==> src/rtl/mips_pkg.sv <==
// mips_pkg: shared types and constants for the MIPS core slice.
// LSU state encoding, access sizes, AXI response codes, memory map.
package mips_pkg;

    typedef enum logic [2:0] {
        IDLE,
        RD_A,
        RD_D,
        WR,
        WR_B,
        RESP
    } lsu_state_t;

    localparam logic [1:0] SZ_BYTE  = 2'd0;
    localparam logic [1:0] SZ_HALF  = 2'd1;
    localparam logic [1:0] SZ_WORD  = 2'd2;
    localparam logic [1:0] SZ_DWORD = 2'd3;

    localparam logic [1:0] AXI_OKAY   = 2'b00;
    localparam logic [1:0] AXI_EXOKAY = 2'b01;
    localparam logic [1:0] AXI_SLVERR = 2'b10;
    localparam logic [1:0] AXI_DECERR = 2'b11;

    localparam logic [31:0] TEXT_BASE = 32'h0040_0000;
    localparam logic [31:0] DATA_BASE = 32'h1000_0000;

    // Address not a multiple of the access size.
    function automatic logic lsu_misaligned(
        input logic [2:0] a,
        input logic [1:0] sz
    );
        logic r;
        unique case (sz)
            SZ_BYTE: r = 1'b0;
            SZ_HALF: r = a[0];
            SZ_WORD: r = |a[1:0];
            default: r = |a[2:0];
        endcase
        return r;
    endfunction

endpackage

==> src/rtl/axi_lite_if.sv <==
// axi_lite_if: AXI4-lite bundle with all five channels.
// Master drives addresses, write data and the response readies.
interface axi_lite_if #(
    parameter int ADDR_W = 32,
    parameter int DATA_W = 32
);
    logic              awvalid;
    logic              awready;
    logic [ADDR_W-1:0] awaddr;
    logic [2:0]        awprot;
    logic              wvalid;
    logic              wready;
    logic [DATA_W-1:0] wdata;
    logic [DATA_W/8-1:0] wstrb;
    logic              bvalid;
    logic              bready;
    logic [1:0]        bresp;
    logic              arvalid;
    logic              arready;
    logic [ADDR_W-1:0] araddr;
    logic [2:0]        arprot;
    logic              rvalid;
    logic              rready;
    logic [DATA_W-1:0] rdata;
    logic [1:0]        rresp;

    modport master (
        output awvalid, awaddr, awprot,
        input  awready,
        output wvalid, wdata, wstrb,
        input  wready,
        input  bvalid, bresp,
        output bready,
        output arvalid, araddr, arprot,
        input  arready,
        input  rvalid, rdata, rresp,
        output rready
    );

    modport slave (
        input  awvalid, awaddr, awprot,
        output awready,
        input  wvalid, wdata, wstrb,
        output wready,
        output bvalid, bresp,
        input  bready,
        input  arvalid, araddr, arprot,
        output arready,
        output rvalid, rdata, rresp,
        input  rready
    );
endinterface

==> src/rtl/mips_lsu_align.sv <==
// mips_lsu_align: byte-lane steering between core and bus.
// Shifts store data into lanes, builds wstrb, extends load data.
import mips_pkg::*;

module mips_lsu_align #(
    parameter int DATA_W = 32,
    parameter int OFF_W  = $clog2(DATA_W/8)
) (
    input  logic [OFF_W-1:0]    i_off,
    input  logic [1:0]          i_size,
    input  logic                i_signed,
    input  logic [DATA_W-1:0]   i_wdata,
    input  logic [DATA_W-1:0]   i_rdata,
    output logic [DATA_W-1:0]   o_wdata,
    output logic [DATA_W/8-1:0] o_wstrb,
    output logic [DATA_W-1:0]   o_rdata
);
    localparam int STRB_W = DATA_W/8;

    logic [STRB_W-1:0] w_bmask;
    logic [DATA_W-1:0] w_dmask;
    logic [DATA_W-1:0] w_shift;
    logic              w_sbit;

    // Lane masks and sign bit for the access size.
    always_comb begin
        w_shift = i_rdata >> {i_off, 3'b000};
        unique case (i_size)
            SZ_BYTE: begin
                w_bmask = STRB_W'(1);
                w_dmask = DATA_W'(8'hFF);
                w_sbit  = w_shift[7];
            end
            SZ_HALF: begin
                w_bmask = STRB_W'(3);
                w_dmask = DATA_W'(16'hFFFF);
                w_sbit  = w_shift[15];
            end
            SZ_WORD: begin
                w_bmask = STRB_W'(15);
                w_dmask = DATA_W'(32'hFFFF_FFFF);
                w_sbit  = w_shift[31];
            end
            default: begin
                w_bmask = '1;
                w_dmask = '1;
                w_sbit  = w_shift[DATA_W-1];
            end
        endcase
    end

    // Steer store data/strobes and extend load data.
    always_comb begin
        o_wdata = i_wdata << {i_off, 3'b000};
        o_wstrb = w_bmask << i_off;
        o_rdata = (w_shift & w_dmask) |
                  ((i_signed && w_sbit) ? ~w_dmask : '0);
    end

endmodule

==> src/rtl/mips_lsu.sv <==
// mips_lsu: single-outstanding load/store unit, AXI-lite master.
// Accepts one core request, runs one bus transaction, pulses rsp.
import mips_pkg::*;

module mips_lsu #(
    parameter int ADDR_W  = 32,
    parameter int DATA_W  = 32,
    parameter int TIMEOUT = 256
) (
    input  logic              clk,
    input  logic              rst,
    input  logic              req_valid,
    output logic              req_ready,
    input  logic              req_we,
    input  logic [1:0]        req_size,
    input  logic              req_signed,
    input  logic [ADDR_W-1:0] req_addr,
    input  logic [DATA_W-1:0] req_wdata,
    output logic              rsp_valid,
    output logic [DATA_W-1:0] rsp_rdata,
    output logic              rsp_err,
    axi_lite_if.master        m_if
);
    localparam int OFF_W  = $clog2(DATA_W/8);
    localparam int CNT_W  = $clog2(TIMEOUT) + 1;
    localparam int STRB_W = DATA_W/8;

    lsu_state_t        r_state;
    lsu_state_t        w_nxt;
    logic [CNT_W-1:0]  r_cnt;
    logic              r_aw_done;
    logic              r_w_done;
    logic              w_aw_done;
    logic              w_w_done;
    logic [ADDR_W-1:0] r_addr;
    logic [1:0]        r_size;
    logic              r_signed;
    logic [DATA_W-1:0] r_wdata;
    logic [DATA_W-1:0] r_rdata;
    logic              r_err;
    logic              w_accept;
    logic              w_bad;
    logic              w_tmo;
    logic              w_cnt_max;
    logic [DATA_W-1:0] w_st_data;
    logic [STRB_W-1:0] w_st_strb;
    logic [DATA_W-1:0] w_ld_data;

    assign w_cnt_max = (r_cnt == CNT_W'(TIMEOUT-1));

    assign w_bad = lsu_misaligned(req_addr[2:0], req_size) ||
                   (req_size == SZ_DWORD && DATA_W == 32);

    mips_lsu_align #(
        .DATA_W (DATA_W),
        .OFF_W  (OFF_W)
    ) u_align (
        .i_off    (r_addr[OFF_W-1:0]),
        .i_size   (r_size),
        .i_signed (r_signed),
        .i_wdata  (r_wdata),
        .i_rdata  (m_if.rdata),
        .o_wdata  (w_st_data),
        .o_wstrb  (w_st_strb),
        .o_rdata  (w_ld_data)
    );

    // State, per-channel write progress and wait counter.
    always_ff @(posedge clk) begin
        if (rst) begin
            r_state   <= IDLE;
            r_cnt     <= '0;
            r_aw_done <= 1'b0;
            r_w_done  <= 1'b0;
        end else begin
            r_state   <= w_nxt;
            r_aw_done <= w_aw_done;
            r_w_done  <= w_w_done;
            if (w_nxt != r_state)
                r_cnt <= '0;
            else if (r_state != IDLE)
                r_cnt <= r_cnt + CNT_W'(1);
        end
    end

    // Next state; a handshake wins over an expiring timeout.
    always_comb begin
        w_nxt     = r_state;
        w_aw_done = r_aw_done;
        w_w_done  = r_w_done;
        w_accept  = 1'b0;
        w_tmo     = 1'b0;
        unique case (r_state)
            IDLE: begin
                if (req_valid) begin
                    w_accept  = 1'b1;
                    w_aw_done = 1'b0;
                    w_w_done  = 1'b0;
                    if (w_bad)
                        w_nxt = RESP;
                    else if (req_we)
                        w_nxt = WR;
                    else
                        w_nxt = RD_A;
                end
            end
            RD_A: begin
                if (m_if.arready)
                    w_nxt = RD_D;
                else if (w_cnt_max)
                    w_tmo = 1'b1;
            end
            RD_D: begin
                if (m_if.rvalid)
                    w_nxt = RESP;
                else if (w_cnt_max)
                    w_tmo = 1'b1;
            end
            WR: begin
                w_aw_done = r_aw_done | m_if.awready;
                w_w_done  = r_w_done | m_if.wready;
                if (w_aw_done && w_w_done)
                    w_nxt = WR_B;
                else if (w_cnt_max)
                    w_tmo = 1'b1;
            end
            WR_B: begin
                if (m_if.bvalid)
                    w_nxt = RESP;
                else if (w_cnt_max)
                    w_tmo = 1'b1;
            end
            RESP: w_nxt = IDLE;
            default: w_nxt = IDLE;
        endcase
        if (w_tmo)
            w_nxt = RESP;
    end

    // Request capture and response data/error.
    always_ff @(posedge clk) begin
        if (rst) begin
            r_addr   <= '0;
            r_size   <= '0;
            r_signed <= 1'b0;
            r_wdata  <= '0;
            r_rdata  <= '0;
            r_err    <= 1'b0;
        end else begin
            if (w_accept) begin
                r_addr   <= req_addr;
                r_size   <= req_size;
                r_signed <= req_signed;
                r_wdata  <= req_wdata;
                r_rdata  <= '0;
                r_err    <= w_bad;
            end
            if (r_state == RD_D && m_if.rvalid) begin
                r_rdata <= w_ld_data;
                r_err   <= (m_if.rresp != AXI_OKAY);
            end
            if (r_state == WR_B && m_if.bvalid)
                r_err <= (m_if.bresp != AXI_OKAY);
            if (w_tmo)
                r_err <= 1'b1;
        end
    end

    assign req_ready = (r_state == IDLE) && !rst;
    assign rsp_valid = (r_state == RESP);
    assign rsp_rdata = r_rdata;
    assign rsp_err   = r_err;

    assign m_if.araddr  = {r_addr[ADDR_W-1:OFF_W], OFF_W'(0)};
    assign m_if.awaddr  = {r_addr[ADDR_W-1:OFF_W], OFF_W'(0)};
    assign m_if.arprot  = 3'b000;
    assign m_if.awprot  = 3'b000;
    assign m_if.arvalid = (r_state == RD_A);
    assign m_if.rready  = (r_state == RD_D);
    assign m_if.awvalid = (r_state == WR) && !r_aw_done;
    assign m_if.wvalid  = (r_state == WR) && !r_w_done;
    assign m_if.wdata   = w_st_data;
    assign m_if.wstrb   = w_st_strb;
    assign m_if.bready  = (r_state == WR_B);

endmodule

==> src/flat_wrapper.sv <==
// flat-port wrapper written by rule: the top's interface ports become plain ports
module mips_lsu_flat 
#(
    parameter int ADDR_W  = 32,
    parameter int DATA_W  = 32,
    parameter int TIMEOUT = 256
)
  (clk, rst, req_valid, req_ready, req_we, req_size, req_signed, req_addr, req_wdata, rsp_valid, rsp_rdata, rsp_err, m_if_awvalid, m_if_awaddr, m_if_awprot, m_if_awready, m_if_wvalid, m_if_wdata, m_if_wstrb, m_if_wready, m_if_bvalid, m_if_bresp, m_if_bready, m_if_arvalid, m_if_araddr, m_if_arprot, m_if_arready, m_if_rvalid, m_if_rdata, m_if_rresp, m_if_rready);
  axi_lite_if #(.ADDR_W(ADDR_W), .DATA_W(DATA_W)) m_if_i ();
  input  logic clk;
  input  logic rst;
  input  logic req_valid;
  output logic req_ready;
  input  logic req_we;
  input  logic [1:0] req_size;
  input  logic req_signed;
  input  logic [ADDR_W-1:0] req_addr;
  input  logic [DATA_W-1:0] req_wdata;
  output logic rsp_valid;
  output logic [DATA_W-1:0] rsp_rdata;
  output logic rsp_err;
  output wire logic [$bits(m_if_i.awvalid)-1:0] m_if_awvalid;
  output wire logic [$bits(m_if_i.awaddr)-1:0] m_if_awaddr;
  output wire logic [$bits(m_if_i.awprot)-1:0] m_if_awprot;
  input wire logic [$bits(m_if_i.awready)-1:0] m_if_awready;
  output wire logic [$bits(m_if_i.wvalid)-1:0] m_if_wvalid;
  output wire logic [$bits(m_if_i.wdata)-1:0] m_if_wdata;
  output wire logic [$bits(m_if_i.wstrb)-1:0] m_if_wstrb;
  input wire logic [$bits(m_if_i.wready)-1:0] m_if_wready;
  input wire logic [$bits(m_if_i.bvalid)-1:0] m_if_bvalid;
  input wire logic [$bits(m_if_i.bresp)-1:0] m_if_bresp;
  output wire logic [$bits(m_if_i.bready)-1:0] m_if_bready;
  output wire logic [$bits(m_if_i.arvalid)-1:0] m_if_arvalid;
  output wire logic [$bits(m_if_i.araddr)-1:0] m_if_araddr;
  output wire logic [$bits(m_if_i.arprot)-1:0] m_if_arprot;
  input wire logic [$bits(m_if_i.arready)-1:0] m_if_arready;
  input wire logic [$bits(m_if_i.rvalid)-1:0] m_if_rvalid;
  input wire logic [$bits(m_if_i.rdata)-1:0] m_if_rdata;
  input wire logic [$bits(m_if_i.rresp)-1:0] m_if_rresp;
  output wire logic [$bits(m_if_i.rready)-1:0] m_if_rready;
  assign m_if_awvalid = m_if_i.awvalid;
  assign m_if_awaddr = m_if_i.awaddr;
  assign m_if_awprot = m_if_i.awprot;
  assign m_if_i.awready = m_if_awready;
  assign m_if_wvalid = m_if_i.wvalid;
  assign m_if_wdata = m_if_i.wdata;
  assign m_if_wstrb = m_if_i.wstrb;
  assign m_if_i.wready = m_if_wready;
  assign m_if_i.bvalid = m_if_bvalid;
  assign m_if_i.bresp = m_if_bresp;
  assign m_if_bready = m_if_i.bready;
  assign m_if_arvalid = m_if_i.arvalid;
  assign m_if_araddr = m_if_i.araddr;
  assign m_if_arprot = m_if_i.arprot;
  assign m_if_i.arready = m_if_arready;
  assign m_if_i.rvalid = m_if_rvalid;
  assign m_if_i.rdata = m_if_rdata;
  assign m_if_i.rresp = m_if_rresp;
  assign m_if_rready = m_if_i.rready;
  mips_lsu #(.ADDR_W(ADDR_W), .DATA_W(DATA_W), .TIMEOUT(TIMEOUT)) u_core (.clk(clk), .rst(rst), .req_valid(req_valid), .req_ready(req_ready), .req_we(req_we), .req_size(req_size), .req_signed(req_signed), .req_addr(req_addr), .req_wdata(req_wdata), .rsp_valid(rsp_valid), .rsp_rdata(rsp_rdata), .rsp_err(rsp_err), .m_if(m_if_i));
endmodule
==> config.mk <==
export PLATFORM = sky130hd
export DESIGN_NAME = mips_lsu_flat
export DESIGN_NICKNAME = d
export VERILOG_FILES = /design/src/rtl/mips_pkg.sv /design/src/rtl/axi_lite_if.sv /design/src/rtl/mips_lsu_align.sv /design/src/rtl/mips_lsu.sv /design/src/flat_wrapper.sv
export SDC_FILE = /design/constraint.sdc
export NUM_CORES = 1
export LEC_CHECK = 0
export CORE_ASPECT_RATIO = 0.8
export CORE_MARGIN = 1.5
export CORE_UTILIZATION = 31
export DETAILED_ROUTE_END_ITERATION = 7
export DONT_BUFFER_PORTS = 1
export PLACE_DENSITY = 0.54
export SKIP_LAST_GASP = 1
export SLEW_MARGIN = 5
export SYNTH_ARGS = -nofsm -noshare
export SYNTH_HDL_FRONTEND = slang
export SYNTH_SLANG_ARGS = --single-unit
==> constraint.sdc <==
create_clock -name clk -period 1.7 [get_ports clk]
set_input_delay 0.425 -clock clk [delete_from_list [all_inputs] [get_ports clk]]
set_output_delay 0.425 -clock clk [all_outputs]
set_load 0.02 [all_outputs]
; ---- After elaboration in Yosys (flattened, before gate mapping)
; Cells that the tools add are included.
[classes]
addsub = 1
multipliers = 0
div_mod_pow = 0
n_lt_le_gt_ge = 0
n_eq_ne = 12
shifts = 3
n_mux = 31
bitwise = 5
reduce_logical = 24
[op_table]
columns = cell, n
row1 = $mux 32, 3
row2 = $pmux 32 s2, 1
row3 = $and 32x32->32, 1
row4 = $not 32->32, 1
row5 = $or 32x32->32, 1
row6 = $shl 32x5->32, 1
row7 = $shr 32x5->32, 1
row8 = $mux 3, 7
row9 = $pmux 3 s5, 1
row10 = $mux 1, 12
row11 = $add 9x1->9 const B, 1
row12 = $eq 9x8->1 const B, 1
row13 = $pmux 4 s2, 1
row14 = $reduce_bool 2->1, 4
row15 = $logic_and 1x1->1, 7
row16 = $eq 3x2->1 const B, 2
row17 = $eq 3x3->1 const B, 2
row18 = $pmux 1 s2, 3
row19 = $eq 2x1->1 const B, 2
row20 = $eq 2x2->1 const B, 2
row21 = $logic_not 2->1, 2
row22 = $pmux 1 s4, 1
row23 = $reduce_bool 4->1, 1
row24 = $reduce_or 2->1, 2
row25 = other kinds (13), 16
[word_totals]
regBits = 114
latchBits = 0
ramBits = 0
rom_bits = 0
out_inout_bits = 146
n_memories = 0

; ---- Longest topological paths before layout
; Gate-level depths: netlist of run 1.
[depth]
depth_word = 9
ltp_mapped = 8

; ---- Modules after synthesis
; From an unflattened synthesis of run 1, not the netlist that was laid out.
[unflattened]
hier_cells = 781
hier_area_um2 = 6246.0
[modules_own_cells]
columns = mod, n_inst, cells_per_inst, area_per_inst_um2
row1 = mips_lsu, 1, 575, 4800.9
row2 = mips_lsu_align, 1, 206, 1445.1

; ---- Worst setup path before layout of run 1
; OpenSTA, ideal clock, no wires.
[synth_path]
path_kind = flip-flop to output port
from = reg u_core.r_addr[1]
to = out m_if_wdata[16]
t_arrival_ns = 1.585
setup_slack_ns = -0.310
path_stages_with_launch = 6
path_buffers = 3
cell_sequence = dfxtp_1 buf_4 buf_2 buf_2 mux2i_1 o21ai_0
[synth_between]
elab_chain_cells = 1
[synth_lines]
columns = item, line
row1 = start: declaration, mips_lsu.sv:35  ; logic [ADDR_W-1:0] r_addr;
row2 = start signal: assignment, mips_lsu.sv:151  ; r_addr <= req_addr;
row3 = $shl 32x5->32, mips_lsu_align.sv:54  ; o_wdata = i_wdata << {i_off, 3'b000};
row4 = end: declaration, flat_wrapper.sv:27  ; output wire logic [$bits(m_if_i.wdata)-1:0] m_if_wdata;
; Every way passes these cells.

; ---- Worst setup path after layout of run 1
[layout_path]
from = reg u_core.r_state[1]
to = out req_ready
[layout_between]
elab_chain_cells = 2
[layout_lines]
columns = item, line
row1 = start: declaration, mips_lsu.sv:28  ; lsu_state_t r_state;
row2 = start signal: assignment, mips_lsu.sv:76  ; r_state <= w_nxt;
row3 = $logic_not 3->1, mips_lsu.sv:169  ; assign req_ready = (r_state == IDLE) && !rst;
row4 = $logic_and 1x1->1, mips_lsu.sv:169
row5 = end: declaration, flat_wrapper.sv:13  ; output logic req_ready;
; Every way passes these cells.

==> out/qor.csv, run 1 <==
stage,metric,value,unit
run_status,outcome,"finished, violations left",
run_status,failing checks,negative setup slack,
timing,skew final,0.00851,ns
final_layout,"Area growth, synth to finish",37.8,%
cts,worst-skew pair later-pin latency,0.41,ns
synth,multiplexer share of the synthesized area,7.61,%
timing,Max Slew Vio Count,0,
power,PwrDens,1180,mW/mm^2
synth,Post-synth ARST share,0,%
synth,Post-synth top cells,"nand2_1, dfxtp_1, a21oi_1",
worst_setup_path,reg-to-reg startpoint,u_core.r_state[2]$_SDFF_PP0_,
worst_setup_path,R2R Setup Slk,-0.15,ns
grt,initial antenna violation count,1,
grt,total track usage,18.9,%
synth,"Seq/Total Area, Yosys",37.6,%
final_layout,share of layout cells above drive strength 1,36.1,%
cts,clk slew on worst S/H paths,0.05,ns
cts,Max Root-Sink Buffers,2,
synth,count of flip-flops with a built-in enable after synthesis,0,
timing,Final period util,113,%
power,VDD IR-drop max,550,uV
floorplan,core area,0.0191,sq mm
worst_setup_path,Critical Path AT,1.50,ns
placed_design,GP Congestion,0.835,
synth,YS warnings,0,
timing,endpoints failing hold,0,
worst_hold_path,Min-Delay Endpoint,u_core.r_addr[8]$_SDFFE_PP0P_,
placed_design,Post-Place Setup Slack,-0.0152,ns
synth,cell with the most instances after synthesis,nand2_1,
route,remaining antenna violation count after routing,0,
cts,CTS HTree Levels,4,
floorplan,io pins,258,
route,WL final,22000,um
synth,post-synthesis xor/xnor area fraction,1.01,%
route,residual DRC count,0,
synth,Adder-Cell Fraction of Synth Area,0.412,%
floorplan,FP Rows,45,
synth,Synth Area in Simple Gates,19.0,%
final_layout,final net count,864,
route,Starting DRT DRC Count,413,
timing,RSZ-0062 raised after global routing,true,
worst_setup_path,r2r endpoint,u_core.rsp_rdata[20]$_SDFFE_PP0P_,
cts,CTS tree,built,
floorplan,die area,0.0204,sq mm
worst_hold_path,startpoint of the worst hold path,rst,
route,Vias/cell,5.25,
worst_setup_path,Reg2Reg Depth,6,
synth,largest family of logic cells by synthesized area,compound AO/OA/AOI/OAI gates,
route,routed vias,5351,
worst_setup_path,Crit Path Category,flip-flop to output port,
worst_setup_path,CP Launch Type,flip-flop,
cts,CTS Buf Count,17,
synth,cells after synthesis,741,
synth,Yosys cell types,59,
timing,Fin Hold WS,0.0825,ns
synth,Most used DFF post-synth,dfxtp_1,
grt,total gr overflow,0,
synth,Synth Register Bits,114,
timing,fmax,0.519,GHz
route,WL/cell,21.6,um
power,Leakage,3.03,nW
placed_design,Port-buffer cells,0,
worst_hold_path,WHS Path Cells,1,
route,DR pass1 iterations,5,
final_layout,number of diodes,0,
cts,clock tree sinks,114,
floorplan,Die Wd,159,um
final_layout,layout filler cell count,1822,
grt,maximum number of pins on one net before global-route repair,104,
run,MaxCap Viol Count,0,
worst_hold_path,worst hold-check path type,primary input to flip-flop,
synth,Mapped Area,0.00607,sq mm
timing,final worst-path setup slack,-0.227,ns
synth,synth top area cells,"dfxtp_1, nand2_1, buf_4",
placed_design,hpwl dp,12700,um
synth,top-area cell type share of the netlist area,37.6,%
synth,Mean Syn Cell Area,8.19,sq um
grt,global-route wire length before repair,29800,um
synth,compound-cell area share of the yosys netlist,20.6,%
grt,vias in the first global route,5024,
cts,clk root buf,clkbuf_16,
floorplan,die height,128,um
synth,Synth area leader,dfxtp_1,
timing,Final min period,1.93,ns
worst_setup_path,Crit Path Max Fanout,10,
worst_setup_path,worst endpoint required time,1.27,ns
final_layout,Post-Route Utilization,43.8,%
timing,final setup violation count,78,
worst_setup_path,Worst setup EP type,output port,
floorplan,Initial Util,31.8,%
[kinds of logic (layout without fill, tap and decap cells)]
group,Yosys count,count (layout)
muxes,44,44
DFF,114,114
adders and majority gates,2,2
xor gates and xnor gates,7,7
and+or+nand+nor,245,246
other,1,10
buffers and inverters,132,142
AOI/OAI and AO/OA,196,196
[sequential cells by signal, summed over array words and instances, names as in the netlist]
name	cells
u_core.rsp_err	1
u_core.r_addr	32
u_core.r_aw_done	1
u_core.r_cnt	9
u_core.r_signed	1
u_core.r_state	3
u_core.r_wdata	32
u_core.r_size	2
u_core.r_w_done	1
u_core.rsp_rdata	32
[worst max path at each step]
| stage | start | end | slack, ns | cells after the start |
|---|---|---|---|---|
| 3_3_place_gp | u_core.r_state[2]$_SDFF_PP0_ | u_core.rsp_rdata[21]$_SDFFE_PP0P_ | 0.01 | 5 |
| 6_report | u_core.r_state[1]$_SDFF_PP0_ | req_ready | -0.23 | 4 |
| 3_5_place_dp | u_core.r_state[2]$_SDFF_PP0_ | u_core.rsp_rdata[16]$_SDFFE_PP0P_ | -0.02 | 5 |
| 4_1_cts | u_core.r_addr[1]$_SDFFE_PP0P_ | m_if_wdata[24] | -0.26 | 4 |
| 2_1_floorplan | u_core.r_addr[1]$_SDFFE_PP0P_ | m_if_wstrb[2] | -0.02 | 5 |
| 5_1_grt | u_core.r_addr[1]$_SDFFE_PP0P_ | m_if_wdata[24] | -0.28 | 4 |
[metal layers]
layer  global-route usage [%]  up-vias  wire (um)
li1                         -     2500          -
met1                     24.2     2587       9730
met2                     29.3      239      10200
met3                     6.99       23       1720
met4                     6.38        2        305
met5                        0        -         13
[area by class of cell]
| cell class | instances | area (sq um) | area share (%) |
|---|---|---|---|
| timing repair buffer | 109 | 1350 | 16.2 |
| inverter | 3 | 11.3 | 0.135 |
| tap | 258 | 323 | 3.86 |
| clock buffer | 25 | 495 | 5.93 |
| multi-input combinational | 505 | 3780 | 45.2 |
| sequential | 114 | 2300 | 27.5 |
| clock inverter | 5 | 100 | 1.20 |
[cell usage in the layout, fill, tap and decap left out, drive strengths merged, types with 5 or more instances in the layout]
cell and count:
conb 10, o211ai 8, dfxtp 114, buf 101, mux2 7, mux2i 36
clkbuf 32, nand3 10, nand2 155, a22oi 10, o21ai 38, nor2 23
nor3 14, nor2b 10, a22o 8, and2 11, a21oi 96, a211oi 13
a2bb2oi 10, xnor2 5
[report_power, final]
| part | switching, mW | internal (mW) | leakage [nW] |
|---|---|---|---|
| Combinational | 1.53 | 1.35 | 1.81 |
| Sequential | 0.442 | 2.88 | 0.932 |
| Clock | 1.22 | 2.44 | 0.293 |
| Total | 3.19 | 6.67 | 3.03 |
[worst max-delay path, cell delays in order (launching register included)]
cell and delay (ns):
dfxtp_4 0.34, buf_6 0.14, or3_4 0.39, nor2_4 0.09
buf_6 0.12
[per-stage QoR]
stage                     cells  instance area [sq um]  setup TNS (ns)  power [mW]
after global routing       1019                   8360          -13.71        10.3
after floorplan             750                   6230         -0.0194        4.82
after detailed placement    933                   6230          -0.105        5.12
after global placement      933                   6230               0        5.10
after CTS                   994                   7770          -12.43        9.41
final                      1019                   8360           -9.18        9.86
[repair_timing]
item                                    in CTS  in global routing
hold buffers                                 0                  0
setup buffers                               24                 13
endpoints found under the setup margin      76                153
gates cloned                                 7                 14
resized for setup                          135                 67
pin swaps                                   20                 25
Power figures use the tool's default switching activity.
==> run 2: changes to the inputs <==
Settings changed: GPL_ROUTABILITY_DRIVEN set to 0.
==> results of run 2 <==
Final layout, timing and power as in run 1 (identical DEF).
==> run 3: changes to the inputs <==
Settings changed: PLACE_DENSITY 0.54 to 0.53.
Clock period 1.7 ns to 2.4 ns, I/O delays scaled along.
==> run 3 against run 2 <==
Net effect: the flow now finishes without violations; routed wire length fell by 20%; utilization fell by 9.4 points; via count fell by 9.7%; critical endpoint is now m_if_wdata[16]; sequential cell count did not move; final cell count fell by 6.5%; combinational power fell by 59%; highest routed layer is now met4.
==> out/qor.csv, run 3 (synthesis results as in run 1) <==
stage,metric,value,unit
run_status,outcome,"finished, final reports clean",
cts,CTS tree,built,
placed_design,hpwl dp,12500,um
route,routed vias,4831,
floorplan,core area,0.0191,sq mm
route,uppermost layer routed,met4,
timing,endpoints failing hold,0,
cts,clk root buf,clkbuf_16,
timing,Fin Hold WS,0.265,ns
final_layout,post-layout instance area,0.00657,sq mm
floorplan,Die Wd,159,um
worst_hold_path,startpoint of the worst hold path,rst,
worst_setup_path,CP Launch Type,flip-flop,
worst_setup_path,Worst setup EP type,output port,
route,Vias/cell,5.07,
timing,final worst-path setup slack,0.0607,ns
timing,fmax,0.427,GHz
route,residual DRC count,0,
final_layout,Reg area,0.00229,sq mm
grt,maximum number of pins on one net before global-route repair,104,
final_layout,fin cells,953,
placed_design,Placed Area,0.00596,sq mm
worst_hold_path,Min-Delay Endpoint,u_core.r_addr[12]$_SDFFE_PP0P_,
worst_hold_path,WHS Path Cells,1,
worst_setup_path,Crit Path Category,flip-flop to output port,
final_layout,share of layout cells above drive strength 1,16.3,%
grt,total gr overflow,0,
power,Seq pwr share,39.1,%
cts,clock tree sinks,114,
worst_setup_path,r2r endpoint,u_core.rsp_rdata[20]$_SDFFE_PP0P_,
cts,CTS Buf Count,17,
grt,global-route wire length before repair,26400,um
timing,Final period util,97.5,%
placed_design,# placed instances,919,
final_layout,Post-Route Utilization,34.4,%
final_layout,"most common cell after layout, fill and taps aside",nand2_1,
route,WL final,17700,um
power,Sw Share,32.3,%
route,DR pass1 iterations,4,
grt,initial antenna violation count,0,
cts,CTS HTree Levels,4,
floorplan,die height,128,um
power,Clk pwr share,41.4,%
route,Starting DRT DRC Count,324,
worst_setup_path,reg-to-reg startpoint,u_core.r_addr[1]$_SDFFE_PP0P_,
placed_design,Port-buffer cells,0,
worst_setup_path,Crit Path Max Fanout,11,
floorplan,FP Rows,45,
timing,final setup violation count,0,
grt,total track usage,17.0,%
run,MaxCap Viol Count,0,
worst_setup_path,R2R Setup Slk,0.22,ns
route,M1 wire length,7700,um
timing,Max Slew Vio Count,0,
final_layout,"commonest non-fill, non-tap cells in the layout","nand2_1, dfxtp_1, a21oi_1",
placed_design,Post-Place Setup Slack,0.213,ns
timing,RSZ-0062 raised after global routing,true,
route,WL/cell,18.6,um
timing,skew final,0.00875,ns
timing,Slew headroom,52.4,%
cts,CTS Hold Bufs,0,
cts,Max Root-Sink Buffers,2,
worst_setup_path,Critical Path AT,1.74,ns
floorplan,io pins,258,
route,remaining antenna violation count after routing,0,
final_layout,number of diodes,0,
floorplan,Initial Util,31.8,%
grt,vias in the first global route,4506,
timing,Worst-Margin Slew,0.714,ns
final_layout,final net count,796,
worst_setup_path,worst endpoint required time,1.80,ns
final_layout,layout filler cell count,2031,
power,Int Pwr,4.05,mW
worst_hold_path,worst hold-check path type,primary input to flip-flop,
timing,Final min period,2.34,ns
route,met3 wire length,1720,um
power,VDD IR-drop max,354,uV
power,Logic pwr share,19.5,%
cts,worst-skew pair later-pin latency,0.41,ns
route,metal2 WL,7930,um
worst_setup_path,Reg2Reg Depth,5,
power,PwrDens,909,mW/mm^2
final_layout,"Area growth, synth to finish",8.35,%
cts,clk slew on worst S/H paths,0.05,ns
power,Leakage,2.35,nW
floorplan,die area,0.0204,sq mm
power,total net switching power,1.93,mW
final_layout,Multi-input gate area,0.00300,sq mm
==> run 3: stage by stage <==
| stage | setup TNS, ns | power [mW] |
|---|---|---|
| 2_1_floorplan | 0 | 3.35 |
| 3_3_place_gp | 0 | 3.54 |
| 3_5_place_dp | 0 | 3.54 |
| 4_1_cts | 0 | 6.06 |
| 5_1_grt | -0.0387 | 6.28 |
| 6_report | 0 | 5.98 |
==> run 3: power groups by stage <==
stage | Sequential [mW] | Clock (mW) | Combinational [mW]
after floorplan | 2.16 | 0 | 1.19
after global placement | 2.38 | 0 | 1.16
after detailed placement | 2.38 | 0 | 1.16
after CTS | 2.34 | 2.56 | 1.17
after global routing | 2.36 | 2.64 | 1.28
final | 2.34 | 2.48 | 1.17
==> run 3: final cells by class <==
class | instances | area share, %
Clock buffer | 22 | 7.06
Clock inverter | 10 | 1.66
Inverter | 3 | 0.171
Multi-Input combinational cell | 504 | 45.7
Sequential cell | 114 | 34.8
Tap cell | 258 | 4.91
Timing Repair Buffer | 42 | 5.73
==> run 3: worst max path at each step <==
stage          slack [ns]                           endpoint                     startpoint  cells past startpoint
2_1_floorplan        0.22                     m_if_wdata[16]  u_core.r_addr[1]$_SDFFE_PP0P_                      5
3_3_place_gp         0.23  u_core.rsp_rdata[18]$_SDFFE_PP0P_  u_core.r_addr[1]$_SDFFE_PP0P_                      4
3_5_place_dp         0.21  u_core.rsp_rdata[20]$_SDFFE_PP0P_  u_core.r_addr[1]$_SDFFE_PP0P_                      4
4_1_cts              0.01                     m_if_wdata[15]  u_core.r_addr[0]$_SDFFE_PP0P_                      3
5_1_grt             -0.04                     m_if_wdata[16]  u_core.r_addr[0]$_SDFFE_PP0P_                      5
6_report             0.06                     m_if_wdata[16]  u_core.r_addr[0]$_SDFFE_PP0P_                      5
==> run 3: routing by layer <==
| metal | GRT usage [%] | up-vias |
|---|---|---|
| met1 | 20.8 | 2227 |
| met2 | 26.2 | 211 |
| met4 | 6.83 | 0 |
| li1 | - | 2366 |
| met3 | 7.28 | 27 |
| met5 | 0 | - |
==> run 3: worst max-delay path, cell delays in order (launching register included) <==
cell and delay, ns:
dfxtp_2 0.48, nor2b_2 0.27, buf_12 0.15, nand2_1 0.05, o21ai_0 0.16, buf_4 0.22
==> run 3: repair_timing <==
action | in CTS | in global routing
gates resized for setup | 1 | 8
endpoints found under the setup margin | 9 | 21
buffers inserted | 0 | 2
cloned | 0 | 0
